`src/rtl/mem_port_arbiter_if.sv`:
```
`default_nettype none
// ============================================================================
// Module   : mem_port_arbiter_if
// Brief    : Two requester word ports plus the shared single-ported memory port.
// Revision : 1.0
// ============================================================================
interface mem_port_arbiter_if #(
    parameter int AW = 16,
    parameter int DW = 16
);
    logic          read_a;
    logic          write_a;
    logic [1:0]    wmask_a;
    logic [AW-1:0] address_a;
    logic [DW-1:0] wdata_a;
    logic          resp_a;
    logic [DW-1:0] rdata_a;

    logic          read_b;
    logic          write_b;
    logic [1:0]    wmask_b;
    logic [AW-1:0] address_b;
    logic [DW-1:0] wdata_b;
    logic          resp_b;
    logic [DW-1:0] rdata_b;

    logic          mem_read;
    logic          mem_write;
    logic [1:0]    mem_wmask;
    logic [AW-1:0] mem_address;
    logic [DW-1:0] mem_wdata;
    logic          mem_resp;
    logic [DW-1:0] mem_rdata;

    logic          busy;

    // Requesters and the memory model sit on the master side.
    modport master (
        output read_a, write_a, wmask_a, address_a, wdata_a,
        output read_b, write_b, wmask_b, address_b, wdata_b,
        output mem_resp, mem_rdata,
        input  resp_a, rdata_a, resp_b, rdata_b,
        input  mem_read, mem_write, mem_wmask, mem_address, mem_wdata,
        input  busy
    );

    modport slave (
        input  read_a, write_a, wmask_a, address_a, wdata_a,
        input  read_b, write_b, wmask_b, address_b, wdata_b,
        input  mem_resp, mem_rdata,
        output resp_a, rdata_a, resp_b, rdata_b,
        output mem_read, mem_write, mem_wmask, mem_address, mem_wdata,
        output busy
    );
endinterface
`default_nettype wire

```
`src/rtl/mem_port_arbiter.sv`:
```
`default_nettype none
// ============================================================================
// Module   : mem_port_arbiter
// Brief    : Merges fetch (A) and MEM-stage (B) word ports onto one memory,
//            B-priority with a bounded A-starvation streak.
// Revision : 1.0
// ============================================================================
module mem_port_arbiter #(
    parameter int STARVE_LIMIT = 4,
    parameter int AW           = 16,
    parameter int DW           = 16
) (
    input  wire logic         clk,
    input  wire logic         rst_n,
    mem_port_arbiter_if.slave bus
);

    localparam int            SW      = (STARVE_LIMIT < 2) ? 1 : $clog2(STARVE_LIMIT + 1);
    localparam logic [SW-1:0] LIMIT_C = SW'(STARVE_LIMIT);

    typedef enum logic [1:0] {
        S_IDLE   = 2'd0,
        S_BUSY_A = 2'd1,
        S_BUSY_B = 2'd2,
        S_DONE   = 2'd3
    } state_t;

    state_t        state_q,       state_d;
    logic [SW-1:0] streak_q,      streak_d;
    logic          mem_read_q,    mem_read_d;
    logic          mem_write_q,   mem_write_d;
    logic [1:0]    mem_wmask_q,   mem_wmask_d;
    logic [AW-1:0] mem_address_q, mem_address_d;
    logic [DW-1:0] mem_wdata_q,   mem_wdata_d;
    logic          resp_a_q,      resp_a_d;
    logic          resp_b_q,      resp_b_d;
    logic [DW-1:0] rdata_a_q,     rdata_a_d;
    logic [DW-1:0] rdata_b_q,     rdata_b_d;

    logic w_req_a;
    logic w_req_b;
    logic w_force_a;
    logic w_grant_a;
    logic w_grant_b;

    assign w_req_a   = bus.read_a | bus.write_a;
    assign w_req_b   = bus.read_b | bus.write_b;
    // A wins a contested IDLE cycle only once B has taken STARVE_LIMIT grants in a row.
    assign w_force_a = (STARVE_LIMIT != 0) && (streak_q == LIMIT_C);
    assign w_grant_b = (state_q == S_IDLE) && w_req_b && !(w_req_a && w_force_a);
    assign w_grant_a = (state_q == S_IDLE) && w_req_a && !w_grant_b;

    always_ff @(posedge clk) begin
        if (!rst_n) begin
            state_q       <= S_IDLE;
            streak_q      <= '0;
            mem_read_q    <= 1'b0;
            mem_write_q   <= 1'b0;
            mem_wmask_q   <= 2'b00;
            mem_address_q <= '0;
            mem_wdata_q   <= '0;
            resp_a_q      <= 1'b0;
            resp_b_q      <= 1'b0;
            rdata_a_q     <= '0;
            rdata_b_q     <= '0;
        end else begin
            state_q       <= state_d;
            streak_q      <= streak_d;
            mem_read_q    <= mem_read_d;
            mem_write_q   <= mem_write_d;
            mem_wmask_q   <= mem_wmask_d;
            mem_address_q <= mem_address_d;
            mem_wdata_q   <= mem_wdata_d;
            resp_a_q      <= resp_a_d;
            resp_b_q      <= resp_b_d;
            rdata_a_q     <= rdata_a_d;
            rdata_b_q     <= rdata_b_d;
        end
    end

    always_comb begin
        state_d       = state_q;
        streak_d      = streak_q;
        mem_read_d    = mem_read_q;
        mem_write_d   = mem_write_q;
        mem_wmask_d   = mem_wmask_q;
        mem_address_d = mem_address_q;
        mem_wdata_d   = mem_wdata_q;
        resp_a_d      = 1'b0;
        resp_b_d      = 1'b0;
        rdata_a_d     = rdata_a_q;
        rdata_b_d     = rdata_b_q;

        case (state_q)
            S_IDLE: begin
                // A simultaneous read+write on one port is issued as a write.
                if (w_grant_b) begin
                    mem_write_d   = bus.write_b;
                    mem_read_d    = bus.read_b & ~bus.write_b;
                    mem_wmask_d   = bus.wmask_b;
                    mem_address_d = bus.address_b;
                    mem_wdata_d   = bus.wdata_b;
                    state_d       = S_BUSY_B;
                end else if (w_grant_a) begin
                    mem_write_d   = bus.write_a;
                    mem_read_d    = bus.read_a & ~bus.write_a;
                    mem_wmask_d   = bus.wmask_a;
                    mem_address_d = bus.address_a;
                    mem_wdata_d   = bus.wdata_a;
                    state_d       = S_BUSY_A;
                end

                if (w_grant_a) begin
                    streak_d = '0;
                end else if (w_grant_b && w_req_a) begin
                    streak_d = (streak_q == LIMIT_C) ? streak_q : streak_q + 1'b1;
                end else if (!w_req_a) begin
                    streak_d = '0;
                end
            end

            S_BUSY_A: begin
                if (bus.mem_resp) begin
                    mem_read_d  = 1'b0;
                    mem_write_d = 1'b0;
                    resp_a_d    = 1'b1;
                    if (mem_read_q) begin
                        rdata_a_d = bus.mem_rdata;
                    end
                    state_d     = S_DONE;
                end
            end

            S_BUSY_B: begin
                if (bus.mem_resp) begin
                    mem_read_d  = 1'b0;
                    mem_write_d = 1'b0;
                    resp_b_d    = 1'b1;
                    if (mem_read_q) begin
                        rdata_b_d = bus.mem_rdata;
                    end
                    state_d     = S_DONE;
                end
            end

            // One dead cycle so requesters can retire or change their request after resp.
            S_DONE: begin
                state_d = S_IDLE;
            end

            default: begin
                state_d = S_IDLE;
            end
        endcase
    end

    assign bus.mem_read    = mem_read_q;
    assign bus.mem_write   = mem_write_q;
    assign bus.mem_wmask   = mem_wmask_q;
    assign bus.mem_address = mem_address_q;
    assign bus.mem_wdata   = mem_wdata_q;
    assign bus.resp_a      = resp_a_q;
    assign bus.resp_b      = resp_b_q;
    assign bus.rdata_a     = rdata_a_q;
    assign bus.rdata_b     = rdata_b_q;
    assign bus.busy        = (state_q != S_IDLE);

endmodule
`default_nettype wire

```
`src/flat_wrapper.sv`:
```
// flat-port wrapper written by rule: the top's interface ports become plain ports
module mem_port_arbiter_flat 
#(
    parameter int STARVE_LIMIT = 4,
    parameter int AW           = 16,
    parameter int DW           = 16
)
  (clk, rst_n, bus_read_a, bus_write_a, bus_wmask_a, bus_address_a, bus_wdata_a, bus_read_b, bus_write_b, bus_wmask_b, bus_address_b, bus_wdata_b, bus_mem_resp, bus_mem_rdata, bus_resp_a, bus_rdata_a, bus_resp_b, bus_rdata_b, bus_mem_read, bus_mem_write, bus_mem_wmask, bus_mem_address, bus_mem_wdata, bus_busy);
  mem_port_arbiter_if #(.AW(AW), .DW(DW)) bus_i ();
  input  wire logic clk;
  input  wire logic rst_n;
  input wire logic [$bits(bus_i.read_a)-1:0] bus_read_a;
  input wire logic [$bits(bus_i.write_a)-1:0] bus_write_a;
  input wire logic [$bits(bus_i.wmask_a)-1:0] bus_wmask_a;
  input wire logic [$bits(bus_i.address_a)-1:0] bus_address_a;
  input wire logic [$bits(bus_i.wdata_a)-1:0] bus_wdata_a;
  input wire logic [$bits(bus_i.read_b)-1:0] bus_read_b;
  input wire logic [$bits(bus_i.write_b)-1:0] bus_write_b;
  input wire logic [$bits(bus_i.wmask_b)-1:0] bus_wmask_b;
  input wire logic [$bits(bus_i.address_b)-1:0] bus_address_b;
  input wire logic [$bits(bus_i.wdata_b)-1:0] bus_wdata_b;
  input wire logic [$bits(bus_i.mem_resp)-1:0] bus_mem_resp;
  input wire logic [$bits(bus_i.mem_rdata)-1:0] bus_mem_rdata;
  output wire logic [$bits(bus_i.resp_a)-1:0] bus_resp_a;
  output wire logic [$bits(bus_i.rdata_a)-1:0] bus_rdata_a;
  output wire logic [$bits(bus_i.resp_b)-1:0] bus_resp_b;
  output wire logic [$bits(bus_i.rdata_b)-1:0] bus_rdata_b;
  output wire logic [$bits(bus_i.mem_read)-1:0] bus_mem_read;
  output wire logic [$bits(bus_i.mem_write)-1:0] bus_mem_write;
  output wire logic [$bits(bus_i.mem_wmask)-1:0] bus_mem_wmask;
  output wire logic [$bits(bus_i.mem_address)-1:0] bus_mem_address;
  output wire logic [$bits(bus_i.mem_wdata)-1:0] bus_mem_wdata;
  output wire logic [$bits(bus_i.busy)-1:0] bus_busy;
  assign bus_i.read_a = bus_read_a;
  assign bus_i.write_a = bus_write_a;
  assign bus_i.wmask_a = bus_wmask_a;
  assign bus_i.address_a = bus_address_a;
  assign bus_i.wdata_a = bus_wdata_a;
  assign bus_i.read_b = bus_read_b;
  assign bus_i.write_b = bus_write_b;
  assign bus_i.wmask_b = bus_wmask_b;
  assign bus_i.address_b = bus_address_b;
  assign bus_i.wdata_b = bus_wdata_b;
  assign bus_i.mem_resp = bus_mem_resp;
  assign bus_i.mem_rdata = bus_mem_rdata;
  assign bus_resp_a = bus_i.resp_a;
  assign bus_rdata_a = bus_i.rdata_a;
  assign bus_resp_b = bus_i.resp_b;
  assign bus_rdata_b = bus_i.rdata_b;
  assign bus_mem_read = bus_i.mem_read;
  assign bus_mem_write = bus_i.mem_write;
  assign bus_mem_wmask = bus_i.mem_wmask;
  assign bus_mem_address = bus_i.mem_address;
  assign bus_mem_wdata = bus_i.mem_wdata;
  assign bus_busy = bus_i.busy;
  mem_port_arbiter #(.STARVE_LIMIT(STARVE_LIMIT), .AW(AW), .DW(DW)) u_core (.clk(clk), .rst_n(rst_n), .bus(bus_i));
endmodule
```
`config.mk`:
```
export PLATFORM = sky130hd
export DESIGN_NAME = mem_port_arbiter_flat
export DESIGN_NICKNAME = d
export VERILOG_FILES = /design/src/rtl/mem_port_arbiter_if.sv /design/src/rtl/mem_port_arbiter.sv /design/src/flat_wrapper.sv
export SDC_FILE = /design/constraint.sdc
export NUM_CORES = 1
export LEC_CHECK = 0
export ABC_CLOCK_PERIOD_IN_PS = 1600
export BUFFER_PORTS_ARGS = -buffer_cell sky130_fd_sc_hd__buf_4
export CORE_MARGIN = 2
export CORE_UTILIZATION = 41
export DETAILED_ROUTE_END_ITERATION = 8
export GPL_TIMING_DRIVEN = 0
export PLACE_DENSITY = 0.73
export SLEW_MARGIN = 20
export SYNTH_ARGS = -nofsm -noshare
export SYNTH_HDL_FRONTEND = slang
export SYNTH_SLANG_ARGS = --single-unit
```
`constraint.sdc`:
```
create_clock -name clk -period 1.6 [get_ports clk]
set_clock_uncertainty 0.05 [all_clocks]
set_input_delay 0.32 -clock clk [delete_from_list [all_inputs] [get_ports clk]]
set_output_delay 0.32 -clock clk [all_outputs]
set_load 0.02 [all_outputs]
```
==> impl_metrics.yaml <==
status:
  run_status: "finished, final reports clean"
yosys:
  syn_nets: 492
  synth_edf_count: 0
  ys.flop_type: "dfxtp_1"
  yosysMostFrequentCell: "nand2_1"
  synth_mux_area_share_pct: 1.29
  synth_cell_types: 30
  synth_seq_area_share_pct: 47.0
  yosysTopAreaCell: "dfxtp_1"
  synth_fa_ha_area_share_pct: 2.74
  yosys_register_bits: 75
  synth_top_family_by_area: "compound AO/OA/AOI/OAI gates"
  syn_inst: 394
  synth.top_cells.by_area: "dfxtp_1 (47%), nand2_1 (16%), a21boi_0 (7.5%)"
  synth_top_area_share_pct: 47.0
  syn_area_um2: 3200
  syn_avg_cell_area_um2: 8.11
  synth-compound-area-share_pct: 22.5
  netlist_top_cells_count: "nand2_1 (139), dfxtp_1 (75), o21ai_0 (35)"
  synth-async-reset-ratio_pct: 0
  ys_warn_count: 0
  yosys.area_share.xor_xnor_pct: 0
  yosys.area_share.simple_pct: 20.6
cells_and_area:
  fin_util_pct: 65.4
  drive_gt1_share_pct: 39.1
  diodes: 0
  final_nets: 671
  postLayoutCellArea_um2: 5000
  syn_to_final_growth_pct: 56.5
  multiInputGateArea_um2: 1590
  seq_area_um2: 1510
  n_fill_cell: 682
floorplan:
  fp.dieH_um: 92.3
  num_rows: 32
  die_w_um: 92.3
  initial_core_util_pct: 41.8
  core-area_um2: 7650
  die_area_um2: 8520
  io_pins: 162
drt:
  firstDrtPassIters: 4
  dr.first_iter.drc_count: 102
  drc: 0
  vias_per_cell: 4.97
  wl_per_cell_um: 14.3
  wl_um: 9740
  antenna_left: 0
  via_count: 3378
pwr:
  leakage_nw: 2.21
  p_per_area_nw_per_um2: 1720
  max-vdd-ir-drop_mv: 1.05
sta:
  maxSlewViolCount: 0
  hold_violations: 0
  worst_pin_slew_ns: 0.485
  fin_ws_ns: 0.00451
  rsz0062_at_grt: "true"
  fmax_mhz: 627
  slew_headroom_pct: 67.4
  finalSetupViolations: 0
  period_minus_slack_ns: 1.60
  period_share_pct: 99.7
job:
  drv_cap: 0
clock_tree:
  htree_levels: 3
  cts_num_sinks: 75
  root_buffer: "clkbuf_8"
  clock_latency_ns: 0.34
  clkTransAtPathRegs_ns: 0.08
  cts_tree: "yes"
  cts_made_buffers: 9
  cts_max_path_buffers: 2
hold_path:
  hold_class: "in2reg"
global_routing:
  antenna_found_initial: 0
  grt_use_total_pct: 22.1
  grt_max_degree: 17
  grt_overflow: 0
  grt_pass1_wl_um: 15100
  grt_pass1_vias: 3264
placed_design:
  numPortBuffers: 160
  dp_hpwl_um: 7130
  gp_congestion: 0.855
  placed_area_um2: 4520
  place_ws_ns: -0.230
setup_path:
  arrival_ns: 1.81
  crit_path_end_kind: "flop"
  cp_max_fo: 7
  path_class: "reg2reg"
  cp.required_ns: 1.82
  start_kind: "flop"
==> timing repair <==
item,CTS,global route
endpoints found under the setup margin,60,58
pin swaps,0,17
buffers inserted,0,4
hold buffers,0,0
gates cloned,0,5
resized for setup,16,41
==> state kept, by name, indices dropped and copies added (netlist names), 2 cells and up <==
name	cells
u_core.bus.mem_address	16
u_core.bus.mem_wdata	16
u_core.bus.mem_wmask	2
u_core.bus.rdata_a	16
u_core.bus.rdata_b	16
u_core.state_q	2
u_core.streak_q	3
==> power by group <==
| group | internal (mW) | switching (mW) | total, mW | leakage [nW] |
|---|---|---|---|---|
| clock network | 0.727 | 0.738 | 1.46 | 0.0881 |
| logic | 2.12 | 2.42 | 4.53 | 1.50 |
| registers | 2.34 | 0.266 | 2.61 | 0.615 |
==> kinds of logic (layout without fill, tap and decap cells) <==
kind of cell / count (synthesis) / after routing
adder cells (fa/ha/maj): 7 / 7
flip-flops: 75 / 75
AND/OR/NAND/NOR: 161 / 161
buffers and inverters: 35 / 218
AO/OA/AOI/OAI: 112 / 113
multiplexers: 4 / 4
==> routing by layer <==
layer	track usage, %	vias up	part of all wire [%]
met1	26.2	1523	41
met5	0	-	0
li1	-	1697	-
met4	8.71	0	1.7
met3	7.72	16	9.2
met2	36.8	142	49
==> area by class of cell <==
| class | instances | share of cell area, % |
|---|---|---|
| clock inverter | 7 | 1.55 |
| clock buffer | 9 | 2.48 |
| inverter | 6 | 0.550 |
| multi-input combinational | 285 | 31.7 |
| sequential | 75 | 30.2 |
| buffer | 28 | 4.40 |
| tap | 102 | 2.55 |
| timing repair buffer | 168 | 26.6 |
==> through the flow <==
step / hold slack, ns / instances / setup TNS (ns) / total power, mW
after floorplan: 0.405 / 394 / 0 / 4.97
after global placement: 0.394 / 656 / -7.28 / 6.30
after detailed placement: 0.396 / 656 / -8.84 / 6.37
after CTS: 0.161 / 671 / 0 / 7.97
after global routing: 0.163 / 680 / -0.729 / 9.15
final: 0.177 / 680 / 0 / 8.61
==> cells in the final DEF (no fill, tap or decap), types with 4 or more instances in the layout <==
cell type   synthesis  final
nand2_2             0      6
clkbuf_8            0      9
nor2b_1             4      4
a21boi_0           32     32
o21ai_0            35     35
ha_1                7      6
a31oi_1            34     34
clkbuf_1           15      9
buf_4               1    166
nand2_1           139    132
clkinvlp_4          0      4
buf_6               6      5
dfxtp_1            75     73
clkbuf_16           0      4
clkbuf_4            0      4
and3_1              4      4
==> worst max-delay path, cell delays in order, from the launching register on <==
cell and delay (ns):
dfxtp_1 0.36, inv_1 0.08, ha_1 0.20, nand2_2 0.13
o21ba_4 0.18, buf_12 0.15, clkbuf_16 0.15, nand2_1 0.07
a31oi_1 0.15
==> final timing paths <==
kind	cells after the start	slack, ns	startpoint	endpoint
hold / removal	3	0.18	bus_mem_rdata[8]	u_core.bus.rdata_a[8]$_SDFFE_PN0P_
hold reg to reg	2	0.40	u_core.bus.rdata_a[8]$_SDFFE_PN0P_	u_core.bus.rdata_a[8]$_SDFFE_PN0P_
setup / recovery	8	0.005	u_core.streak_q[0]$_SDFFE_PN0P_	u_core.bus.mem_wmask[0]$_SDFFE_PN0P_
setup reg to reg	8	0.005	u_core.streak_q[0]$_SDFFE_PN0P_	u_core.bus.mem_wmask[0]$_SDFFE_PN0P_
Power figures use the tool's default switching activity.
